`config.mk`:
```
export PLATFORM = sky130hd
export DESIGN_NAME = valve_sequencer_flat
export DESIGN_NICKNAME = d
export VERILOG_FILES = /design/src/rtl/valve_sequencer_if.sv /design/src/rtl/valve_sequencer.sv /design/src/flat_wrapper.sv
export SDC_FILE = /design/constraint.sdc
export NUM_CORES = 1
export LEC_CHECK = 0
export ABC_AREA = 1
export ABC_CLOCK_PERIOD_IN_PS = 1600
export CORE_UTILIZATION = 40
export DETAILED_ROUTE_END_ITERATION = 16
export DONT_BUFFER_PORTS = 1
export PLACE_DENSITY_LB_ADDON = 0.12
export SETUP_SLACK_MARGIN = 0.2
export SYNTH_ARGS = -nofsm -noshare
export SYNTH_HDL_FRONTEND = slang
export SYNTH_SLANG_ARGS = --single-unit
```
`constraint.sdc`:
```
create_clock -name clk -period 1.6 [get_ports clk]
set_input_delay 0.32 -clock clk [delete_from_list [all_inputs] [get_ports clk]]
set_output_delay 0.32 -clock clk [all_outputs]
set_load 0.03 [all_outputs]
```
`src/rtl/valve_sequencer_if.sv`:
```
// Irrigation valve bundle. The controller side drives the zone requests,
// the status code and the fault acknowledge. The sequencer side returns
// the valve drives, the pump enable, the alarm and the pending flag.
interface valve_sequencer_if;
   logic [1:0] R1;       // zone-1 request, one bit per valve
   logic [1:0] R2;       // zone-2 request, one bit per valve
   logic [1:0] E;        // controller status, 2'b01 = normal
   logic       ack;      // operator fault acknowledge
   logic [3:0] V;        // valve drives {R2[1],R2[0],R1[1],R1[0]}
   logic       pump;     // pump enable
   logic       alarm;    // latched fault indicator
   logic       pending;  // some requested valve is still closed

   modport master (
      output R1, R2, E, ack,
      input  V, pump, alarm, pending
   );

   modport slave (
      input  R1, R2, E, ack,
      output V, pump, alarm, pending
   );
endinterface

```
`src/rtl/valve_sequencer.sv`:
```
// Valve sequencer. Opens the requested irrigation valves one at a time,
// leaving at least STAGGER cycles between successive openings. Once a valve
// opens it stays open for at least MIN_ON cycles. A controller fault shuts
// everything off and latches the alarm. The alarm is released only when the
// operator acknowledges it and the controller reports normal status again.
module valve_sequencer #(
   parameter int unsigned STAGGER = 4,  // legal 1..255
   parameter int unsigned MIN_ON  = 8   // legal 1..255
) (
   input logic              clk,
   input logic              reset,
   valve_sequencer_if.slave bus
);

   typedef enum logic [1:0] {
      IDLE  = 2'd0,
      RUN   = 2'd1,
      FAULT = 2'd2
   } state_t;

   localparam logic [7:0] STAG_LOAD = 8'(STAGGER - 1);
   localparam logic [7:0] ON_MAX    = 8'(MIN_ON);

   state_t     state, state_nxt;
   logic [3:0] v, v_nxt;
   logic [7:0] on_cnt [4];
   logic [7:0] on_cnt_nxt [4];
   logic [7:0] stag_cnt, stag_cnt_nxt;
   logic       pump, pump_nxt;
   logic       alarm, alarm_nxt;

   logic [3:0] req;
   logic       fault;
   logic [3:0] waiting;
   logic       open_en;
   logic [1:0] open_idx;
   logic [2:0] pick;

   // Returns {found, index} of the lowest set bit of a 4-bit vector.
   function automatic logic [2:0] lowest(input logic [3:0] bits);
      logic [2:0] r;
      r = 3'b000;
      for (int i = 3; i >= 0; i--) begin
         if (bits[i]) r = {1'b1, 2'(i)};
      end
      return r;
   endfunction

   assign req     = {bus.R2, bus.R1};
   assign fault   = (bus.E != 2'b01);
   assign waiting = req & ~v;

   // Valve output ports and the combinational pending flag.
   assign bus.V       = v;
   assign bus.pump    = pump;
   assign bus.alarm   = alarm;
   assign bus.pending = (state != FAULT) && (|waiting);

   // Next-state logic: valve openings and closings, counters, fault handling.
   // NOTE: every signal written here gets its default value first, so no path
   // can leave one unassigned and turn it into a latch.
   always_comb begin
      state_nxt    = state;
      v_nxt        = v;
      stag_cnt_nxt = stag_cnt;
      alarm_nxt    = alarm;
      for (int i = 0; i < 4; i++) on_cnt_nxt[i] = on_cnt[i];
      open_en  = 1'b0;
      open_idx = 2'd0;
      pick     = 3'b000;

      case (state)
         IDLE: begin
            v_nxt = 4'b0000;
            if (stag_cnt != 8'd0) stag_cnt_nxt = stag_cnt - 8'd1;
            if (fault) begin
               state_nxt    = FAULT;
               alarm_nxt    = 1'b1;
               stag_cnt_nxt = 8'd0;
               for (int i = 0; i < 4; i++) on_cnt_nxt[i] = 8'd0;
            end else if (req != 4'b0000) begin
               pick      = lowest(req);
               open_en   = 1'b1;
               open_idx  = pick[1:0];
               state_nxt = RUN;
            end
         end

         RUN: begin
            if (fault) begin
               // A fault overrides the minimum on-time and shuts every valve.
               state_nxt    = FAULT;
               v_nxt        = 4'b0000;
               alarm_nxt    = 1'b1;
               stag_cnt_nxt = 8'd0;
               for (int i = 0; i < 4; i++) on_cnt_nxt[i] = 8'd0;
            end else begin
               if (stag_cnt != 8'd0) stag_cnt_nxt = stag_cnt - 8'd1;
               // An open valve may close only after its minimum on-time, and
               // only if nobody asks for it any more. If its request comes
               // back before then, it simply keeps running on the same count.
               for (int i = 0; i < 4; i++) begin
                  if (v[i]) begin
                     if (!req[i] && (on_cnt[i] == ON_MAX)) begin
                        v_nxt[i]      = 1'b0;
                        on_cnt_nxt[i] = 8'd0;
                     end else if (on_cnt[i] != ON_MAX) begin
                        on_cnt_nxt[i] = on_cnt[i] + 8'd1;
                     end
                  end
               end
               // At most one new opening per edge, lowest waiting index first.
               if (stag_cnt == 8'd0) begin
                  pick     = lowest(waiting);
                  open_en  = pick[2];
                  open_idx = pick[1:0];
               end
               if (!open_en && (v_nxt == 4'b0000) && (req == 4'b0000)) begin
                  state_nxt = IDLE;
               end
            end
         end

         FAULT: begin
            v_nxt     = 4'b0000;
            alarm_nxt = 1'b1;
            if (bus.ack && !fault) begin
               state_nxt = IDLE;
               alarm_nxt = 1'b0;
            end
         end

         default: begin
            state_nxt    = IDLE;
            v_nxt        = 4'b0000;
            alarm_nxt    = 1'b0;
            stag_cnt_nxt = 8'd0;
            for (int i = 0; i < 4; i++) on_cnt_nxt[i] = 8'd0;
         end
      endcase

      // A newly opened valve starts its on-time count and restarts the stagger.
      if (open_en) begin
         v_nxt[open_idx]      = 1'b1;
         on_cnt_nxt[open_idx] = 8'd1;
         stag_cnt_nxt         = STAG_LOAD;
      end

      // The pump follows the valve drives on the same edge.
      pump_nxt = |v_nxt;
   end

   // State register. Reset forces everything to zero at once, even without a clock.
   // NOTE: sequential state uses non-blocking assignments, so every register
   // updates from values taken before the edge.
   // NOTE: the on-time counters are a small register array, not a RAM, so they
   // are reset together with the rest of the state.
   always_ff @(posedge clk or posedge reset) begin
      if (reset) begin
         state    <= IDLE;
         v        <= 4'b0000;
         stag_cnt <= 8'd0;
         pump     <= 1'b0;
         alarm    <= 1'b0;
         for (int i = 0; i < 4; i++) on_cnt[i] <= 8'd0;
      end else begin
         state    <= state_nxt;
         v        <= v_nxt;
         stag_cnt <= stag_cnt_nxt;
         pump     <= pump_nxt;
         alarm    <= alarm_nxt;
         for (int i = 0; i < 4; i++) on_cnt[i] <= on_cnt_nxt[i];
      end
   end

endmodule

```
`src/flat_wrapper.sv`:
```
// flat-port wrapper written by rule: the top's interface ports become plain ports
module valve_sequencer_flat 
#(
   parameter int unsigned STAGGER = 4,                 
   parameter int unsigned MIN_ON  = 8                  
)
  (clk, reset, bus_R1, bus_R2, bus_E, bus_ack, bus_V, bus_pump, bus_alarm, bus_pending);
  valve_sequencer_if bus_i ();
  input logic clk;
  input logic reset;
  input wire logic [$bits(bus_i.R1)-1:0] bus_R1;
  input wire logic [$bits(bus_i.R2)-1:0] bus_R2;
  input wire logic [$bits(bus_i.E)-1:0] bus_E;
  input wire logic [$bits(bus_i.ack)-1:0] bus_ack;
  output wire logic [$bits(bus_i.V)-1:0] bus_V;
  output wire logic [$bits(bus_i.pump)-1:0] bus_pump;
  output wire logic [$bits(bus_i.alarm)-1:0] bus_alarm;
  output wire logic [$bits(bus_i.pending)-1:0] bus_pending;
  assign bus_i.R1 = bus_R1;
  assign bus_i.R2 = bus_R2;
  assign bus_i.E = bus_E;
  assign bus_i.ack = bus_ack;
  assign bus_V = bus_i.V;
  assign bus_pump = bus_i.pump;
  assign bus_alarm = bus_i.alarm;
  assign bus_pending = bus_i.pending;
  valve_sequencer #(.STAGGER(STAGGER), .MIN_ON(MIN_ON)) u_core (.clk(clk), .reset(reset), .bus(bus_i));
endmodule
```
==> summary.md, run 1 <==
| Metric | Value |
|---|---|
| Status | `finished with violations` |
| Failing checks | `setup timing` |
| Max incr delay on CP | `between 400 and 500 ps` |
| Die height | `94.4 um` |
| Sequential share of power | `31.8%` |
| Cells after synthesis | `approximately 490` |
| Layout overhead on the synthesized area | `34.5%` |
| Routed Antenna Nets | `0` |
| Static Leak | `between 0.002 and 0.0025 uW` |
| Area share of the largest cell type after synthesis | `between 30% and 40%` |
| Ports | `16` |
| Core area | `around 8000 sq um` |
| Initial antenna violation count | `0` |
| Max Slew Vio Count | `0` |
| Via count | `~3.4k` |
| Post-synth EDFFs | `0` |
| Drt first-iter violations | `~120` |
| Worst path cell trace | `inv_4 > nand2_4 > nand2_4 > nor2_4 > buf_6 > nor2_4 > buf_6` |
| Comb pwr share | `53.5%` |
| Post-synthesis sequential area ratio | `between 30% and 40%` |
| Final WS setup | `-34.8 ps` |
| Routed metal-1 wirelength | `~4.2 mm` |
| Die width | `94.4 um` |
| CTS buffer count | `5` |
| Distinct cells, synth | `35` |
| Post-synthesis cell area | `~3400 sq um` |
| Critical path launch point type | `flip-flop` |
| Async SR Flop Fraction | `100%` |
| Syn Nets | `a little over 500` |
| Hold Vio Cnt, Final | `0` |
| Worst path required time | `between 1000 and 1500 ps` |
| Vias in the first global route | `between 3k and 4k` |
| Syn avg cell area | `6.95 sq um` |
| Most common cell after layout, fill and taps aside | `nand2_1` |
| Core Rows | `33` |
| Max layer used | `met4` |
| Pre-CTS WS | `-17.8 ps` |
| Drt pass-1 iters | `4` |
| Power Density | `1030 nW/um^2` |
| Setup-failing EPs final | `1` |
| Design area | `between 4000 and 5000 sq um` |
| H-tree depth | `2` |
| Sw power | `2040 uW` |
| Detailed Place HPWL | `around 6.2 mm` |
| Met2 wire length | `between 4 and 5 mm` |
| MaxCap Viol Count | `0` |
| Maximum vdd drop | `about 0.001 V` |
| DRC violations left | `0` |
| Final min period | `about 1600 ps` |
| Headroom to the max-slew limit | `about 72%` |
| Crit Path Max Fanout | `3` |
| Effective utilization at floorplan | `approximately 42%` |
| Clock Tree Buf Depth | `2` |
| Post-DP Area | `about 3900 sq um` |
| Die area | `approximately 8900 sq um` |
| RSZ-0062 raised after global routing | `yes` |
| Metal3 WL | `~290 um` |
| PortBufs | `0` |
| Achievable Freq | `612 MHz` |
| Root buf cell | `clkbuf_8` |
| Power share of the clock group | `14.7%` |
| First-pass GRT wire length | `~15 mm` |
| Clock Skews | `9.36 ps` |
| Synth area leader | `dfrtp_1` |
| Avg Vias per Cell | `between 5 and 6` |
| Clock tree sinks | `48` |
| Setup crit end kind | `primary output` |
| Most frequent cells in the layout | `nand2_1 (99), inv_1 (52), buf_4 (49)` |
| Clk_lat worst skew | `about 300 ps` |
| CP max-delay cell | `dfrtp_2` |
| Final period util | `102%` |
| Synth Warn # | `0` |
| Synth top area cells | `dfrtp_1 (35%), nand2_1 (14%), nand3_1 (7.6%)` |
| CTS tree | `done` |
| TNS Setup | `-34.8 ps` |
| Worst hold path class | `in2reg` |
| Synthesized flop and latch total | `48` |
| Layout cell share with drive strength beyond 1 | `~37%` |
| Worst Max-Slew Pin Slew | `417 ps` |
| Gr usage total | `between 20% and 30%` |
| Largest net degree at the start of global routing | `49` |
| Sw Ratio | `a little over two fifths` |
| Top FF cell, synth | `dfrtp_1` |
| Flop-to-flop setup slack | `approximately 10 ps` |
| Int Pwr | `~2700 uW` |
| Gp weighted congestion | `a little under 0.9` |
| Detail-routed net length per standard cell | `approximately 14 um` |
| Inserted Diodes | `0` |
| WL final | `~9.2 mm` |
| Final Net Count | `around 570` |
| Grt ovf | `0` |
| Crit Path Class | `reg2out` |
| Arrival @ worst endpoint | `between 1000 and 1500 ps` |
| Clock Pin Slew Worst Setup and Hold Paths | `90 ps` |
-- routing by layer --
metal  vias to the layer above  track usage (%)
met3                        13             3.22
met2                        51             36.4
met5                         -                0
met4                         0             5.00
met1                      1582             27.7
li1                       1710                -
-- synth_stat cells, types with 2 or more instances --
cell and n:
ha_1 10, nor2_2 8, a211oi_1 2, o21ai_2 5
inv_2 7, nand2_1 124, nor2_1 45, nand2_4 3
xor2_1 6, buf_6 3, nand3b_1 3, inv_1 68
nand3_1 52, o211ai_1 6, a21oi_1 16, nor3_1 7
buf_2 4, o21ai_1 2, nand2_2 8, a31oi_1 2
buf_4 2, dfrtp_1 48, o21ai_0 28, nand4_1 11
nand3_2 2, nor2_4 4, a21oi_2 7
-- cell families (layout without fill, tap and decap cells) --
group	count (synthesis)	after routing	share of synthesized area, %
flops	48	48	35.2
xor+xnor	6	6	1.54
buf+inv	85	148	10.4
fa+ha+maj	10	10	3.67
simple gates	270	270	36.3
compound gates	72	72	12.9
-- registers in the layout, indices dropped and copies added, names as in the netlist --
register          cells
u_core.bus.V          4
u_core.bus.alarm      1
u_core.bus.pump       1
u_core.on_cnt        32
u_core.stag_cnt       8
u_core.state          2
-- final cells by class --
class / count / area (sq um)
fill: 766 / 3620
multi-input combinational: 358 / 2280
sequential: 48 / 1210
timing repair buffer: 65 / 594
inverter: 76 / 304
tap: 105 / 131
clock buffer: 6 / 72.6
clock inverter: 1 / 5.00
-- stage by stage --
step | power (uW) | hold WS, ps | std cells | utilization (%)
6_report | 4740 | 209 | 659 | 55.9
5_1_grt | 5120 | 235 | 659 | 55.9
4_1_cts | 4570 | 198 | 653 | 52.4
3_5_place_dp | 3480 | 284 | 631 | 47.5
3_3_place_gp | 3470 | 284 | 631 | 47.5
2_1_floorplan | 2780 | 350 | 491 | -
-- power groups by stage --
stage          Clock [uW]  Sequential [uW]  Combinational, uW
6_report              695             1510               2540
5_1_grt               776             1530               2810
4_1_cts               725             1500               2350
3_5_place_dp            0             1510               1970
3_3_place_gp            0             1510               1960
2_1_floorplan           0             1520               1260
-- critical path: cells and delay by family, from the launching register on --
family,cells,cell delay [ps]
buffers and inverters,3,310
flip-flops,1,430
AND/OR/NAND/NOR,4,280
-- what timing repair did --
| item | CTS | global route |
|---|---|---|
| endpoints found under the setup margin | 48 | 49 |
| cloned | 0 | 0 |
| buffers inserted | 14 | 6 |
| hold endpoints to repair | 48 | 0 |
| hold buffers | 1 | 0 |
| gates resized for setup | 52 | 67 |
| pin swaps | 17 | 25 |
-- path summary, 6_finish.rpt --
kind,startpoint,to,depth (start not counted)
max,u_core.bus.V[2]$_DFF_PP0_,bus_pending,7
max reg2reg,u_core.stag_cnt[1]$_DFFE_PP0P_,u_core.on_cnt[12]$_DFF_PP0_,11
min reg2reg,u_core.stag_cnt[1]$_DFFE_PP0P_,u_core.stag_cnt[1]$_DFFE_PP0P_,2
max in group asynchronous,reset,u_core.bus.V[1]$_DFF_PP0_,3
min,bus_ack,u_core.bus.alarm$_DFFE_PP0P_,3
min in group asynchronous,reset,u_core.on_cnt[13]$_DFF_PP0_,3
(Power assumes the default switching activity.)
==> inputs of run 2 (changes only) <==
Settings changed: CTS_BUF_LIST set to sky130_fd_sc_hd__clkbuf_4.
==> summary.md, run 2 (synthesis gave the netlist of run 1 again) <==
| Metric | Value |
|---|---|
| Status | `finished with violations` |
| Failing checks | `setup timing` |
| Reg2Reg Depth | `12 (+1)` |
| Worst path cell trace | `inv_4 > nand2_2 > nand2_4 > nor2_4 > buf_6 > nor2_4 > buf_6` |
| Design area | `4870 sq um (+6.0%)` |
| Gp weighted congestion | `0.870 (unchanged)` |
| Avg Vias per Cell | `5.13 (+0.71%)` |
| Headroom to the max-slew limit | `71.8% (-0.31 points)` |
| Final min period | `1710 ps (+71.9 ps)` |
| Max incr delay on CP | `460 ps (+30 ps)` |
| Clock Skews | `15.5 ps (+6.16 ps)` |
| Drt pass-1 iters | `4 (unchanged)` |
| Arrival @ worst endpoint | `1390 ps (+80 ps)` |
| Core area | `8220 sq um (unchanged)` |
| Root buf cell | `clkbuf_4` |
| Hold Vio Cnt, Final | `0 (unchanged)` |
| CP max-delay cell | `dfrtp_2` |
| Grt ovf | `0 (unchanged)` |
| Core Rows | `33 (unchanged)` |
| Clock tree sinks | `48 (unchanged)` |
| Max Slew Vio Count | `0 (unchanged)` |
| Reg2Reg Launch Point | `u_core.stag_cnt[0]$_DFFE_PP0P_` |
| Setup-failing EPs final | `17 (+16)` |
| TNS Setup | `-501 ps (-467 ps)` |
| Final WS setup | `-107 ps (-71.9 ps)` |
| DRC violations left | `0 (unchanged)` |
| Critical path launch point type | `flip-flop` |
| Fin cells | `676 (+2.6%)` |
| First-pass GRT wire length | `15.3 mm (+3.6%)` |
| Layout cell share with drive strength beyond 1 | `42.2% (+4.8 points)` |
| PortBufs | `0 (unchanged)` |
| Die width | `94.4 um (unchanged)` |
| Flop-to-flop setup slack | `-60 ps (-70 ps)` |
| Hold Crit Depth | `3 (unchanged)` |
| Worst hold path class | `in2reg` |
| Ports | `16 (unchanged)` |
| Crit Path Class | `reg2out` |
| Maximum vdd drop | `0.00108 V (+5.3%)` |
| Largest register FFs | `32 (unchanged)` |
| Detailed Place HPWL | `6.24 mm (unchanged)` |
| RSZ-0062 raised after global routing | `yes` |
| Via count | `3,467 (+3.3%)` |
| CTS tree | `done` |
| Gr usage total | `21.9% (+0.80 points)` |
| Die height | `94.4 um (unchanged)` |
| MaxCap Viol Count | `0 (unchanged)` |
| WL final | `9.75 mm (+6.2%)` |
| Worst path required time | `1280 ps (about the same)` |
| Clock Tree Buf Depth | `2 (unchanged)` |
| Inst Count DP | `631 (unchanged)` |
| Pre-CTS WS | `-17.8 ps (unchanged)` |
| Final period util | `107% (+4.5 points)` |
| Number of cells on the critical path | `7 (unchanged)` |
| Effective utilization at floorplan | `41.5% (unchanged)` |
| Largest net degree at the start of global routing | `49 (unchanged)` |
| Power Density | `972 nW/um^2 (-5.8%)` |
| Setup crit end kind | `primary output` |
| Initial antenna violation count | `0 (unchanged)` |
| Clock Pin Slew Worst Setup and Hold Paths | `140 ps (+50 ps)` |
| Worst hold path startpoint | `bus_ack` |
| Top Family by Delay on Critical Path | `flip-flops` |
| H-tree depth | `2 (unchanged)` |
| Inserted Diodes | `0 (unchanged)` |
| Crit Path Max Fanout | `3 (unchanged)` |
| Drt first-iter violations | `110 (-11%)` |
| Hold path endpoint | `u_core.bus.alarm$_DFFE_PP0P_` |
| Worst flop-to-flop path endpoint | `u_core.on_cnt[15]$_DFF_PP0_` |
| Most frequent cells in the layout | `nand2_1 (93), buf_4 (56), inv_1 (51)` |
| Routed Antenna Nets | `0 (unchanged)` |
| Static Leak | `0.00220 uW (+5.6%)` |
| Achievable Freq | `586 MHz (-4.2%)` |
| Clk_lat worst skew | `370 ps (+70 ps)` |
| Final Power | `4730 uW (-0.15%)` |
| Post-DP Area | `3900 sq um (unchanged)` |
| Layout overhead on the synthesized area | `42.6%` |
| Final Net Count | `590 (+3.0%)` |
| Bufs and invs on worst path | `3 (unchanged)` |
| Most common cell after layout, fill and taps aside | `nand2_1` |
| Detail-routed net length per standard cell | `14.4 um (+3.6%)` |
| Die area | `8910 sq um (unchanged)` |
| Vias in the first global route | `3,317 (+3.2%)` |
| Most flops, register | `u_core.on_cnt` |
| Worst Max-Slew Pin Slew | `422 ps (+4.59 ps)` |
| CTS buffer count | `5 (unchanged)` |
[run 2: worst max path at each step]
| stage | from | to | slack, ps |
|---|---|---|---|
| 2_1_floorplan | u_core.bus.V[0]$_DFF_PP0_ | u_core.stag_cnt[2]$_DFFE_PP0P_ | 40 |
| 3_3_place_gp | u_core.stag_cnt[0]$_DFFE_PP0P_ | u_core.stag_cnt[6]$_DFFE_PP0P_ | -7 |
| 3_5_place_dp | u_core.stag_cnt[0]$_DFFE_PP0P_ | u_core.stag_cnt[6]$_DFFE_PP0P_ | -20 |
| 4_1_cts | u_core.bus.V[3]$_DFF_PP0_ | bus_pending | -130 |
| 5_1_grt | u_core.bus.V[1]$_DFF_PP0_ | bus_pending | -180 |
| 6_report | u_core.bus.V[3]$_DFF_PP0_ | bus_pending | -110 |
[run 2: timing repair]
item	in CTS	in global routing
endpoints found under the hold margin	48	0
gates resized for setup	68	91
hold buffers	1	0
buffers inserted	22	14
endpoints found under the setup margin	49	49
pin swaps	26	31
cloned	1	0
[run 2: cell type report]
class	instances	area, sq um
Sequential cell	48	1210
Timing Repair Buffer	81	778
Tap cell	105	131
Multi-Input combinational cell	358	2380
Clock inverter	1	5.00
Fill cell	724	3350
Timing Repair inverter	1	6.26
Inverter	76	309
Clock buffer	6	45.0
[run 2: metal layers]
metal,routed length (um),track usage [%],share of wire [%]
met1,4350,28.4,45
met2,4910,38.2,50
met3,323,3.14,3.3
met4,160,5.64,1.6
met5,0,0,0
[run 2: tightest hold or removal path, cell delays in order]
cell and delay, ps:
nand2_1 30, nand2_1 70, nand2_1 50
[run 2: where the power goes]
group	switching [uW]	leakage, uW	internal [uW]
Combinational	1550	0.00152	1120
Clock	381	0.0000315	180
Sequential	151	0.000653	1350
[run 2: per-stage QoR]
stage / util [%] / hold slack [ps]
floorplan: - / 350
global placement: 47.5 / 284
detailed placement: 47.5 / 284
CTS: 53.6 / 117
global route: 59.2 / 143
finish: 59.2 / 125
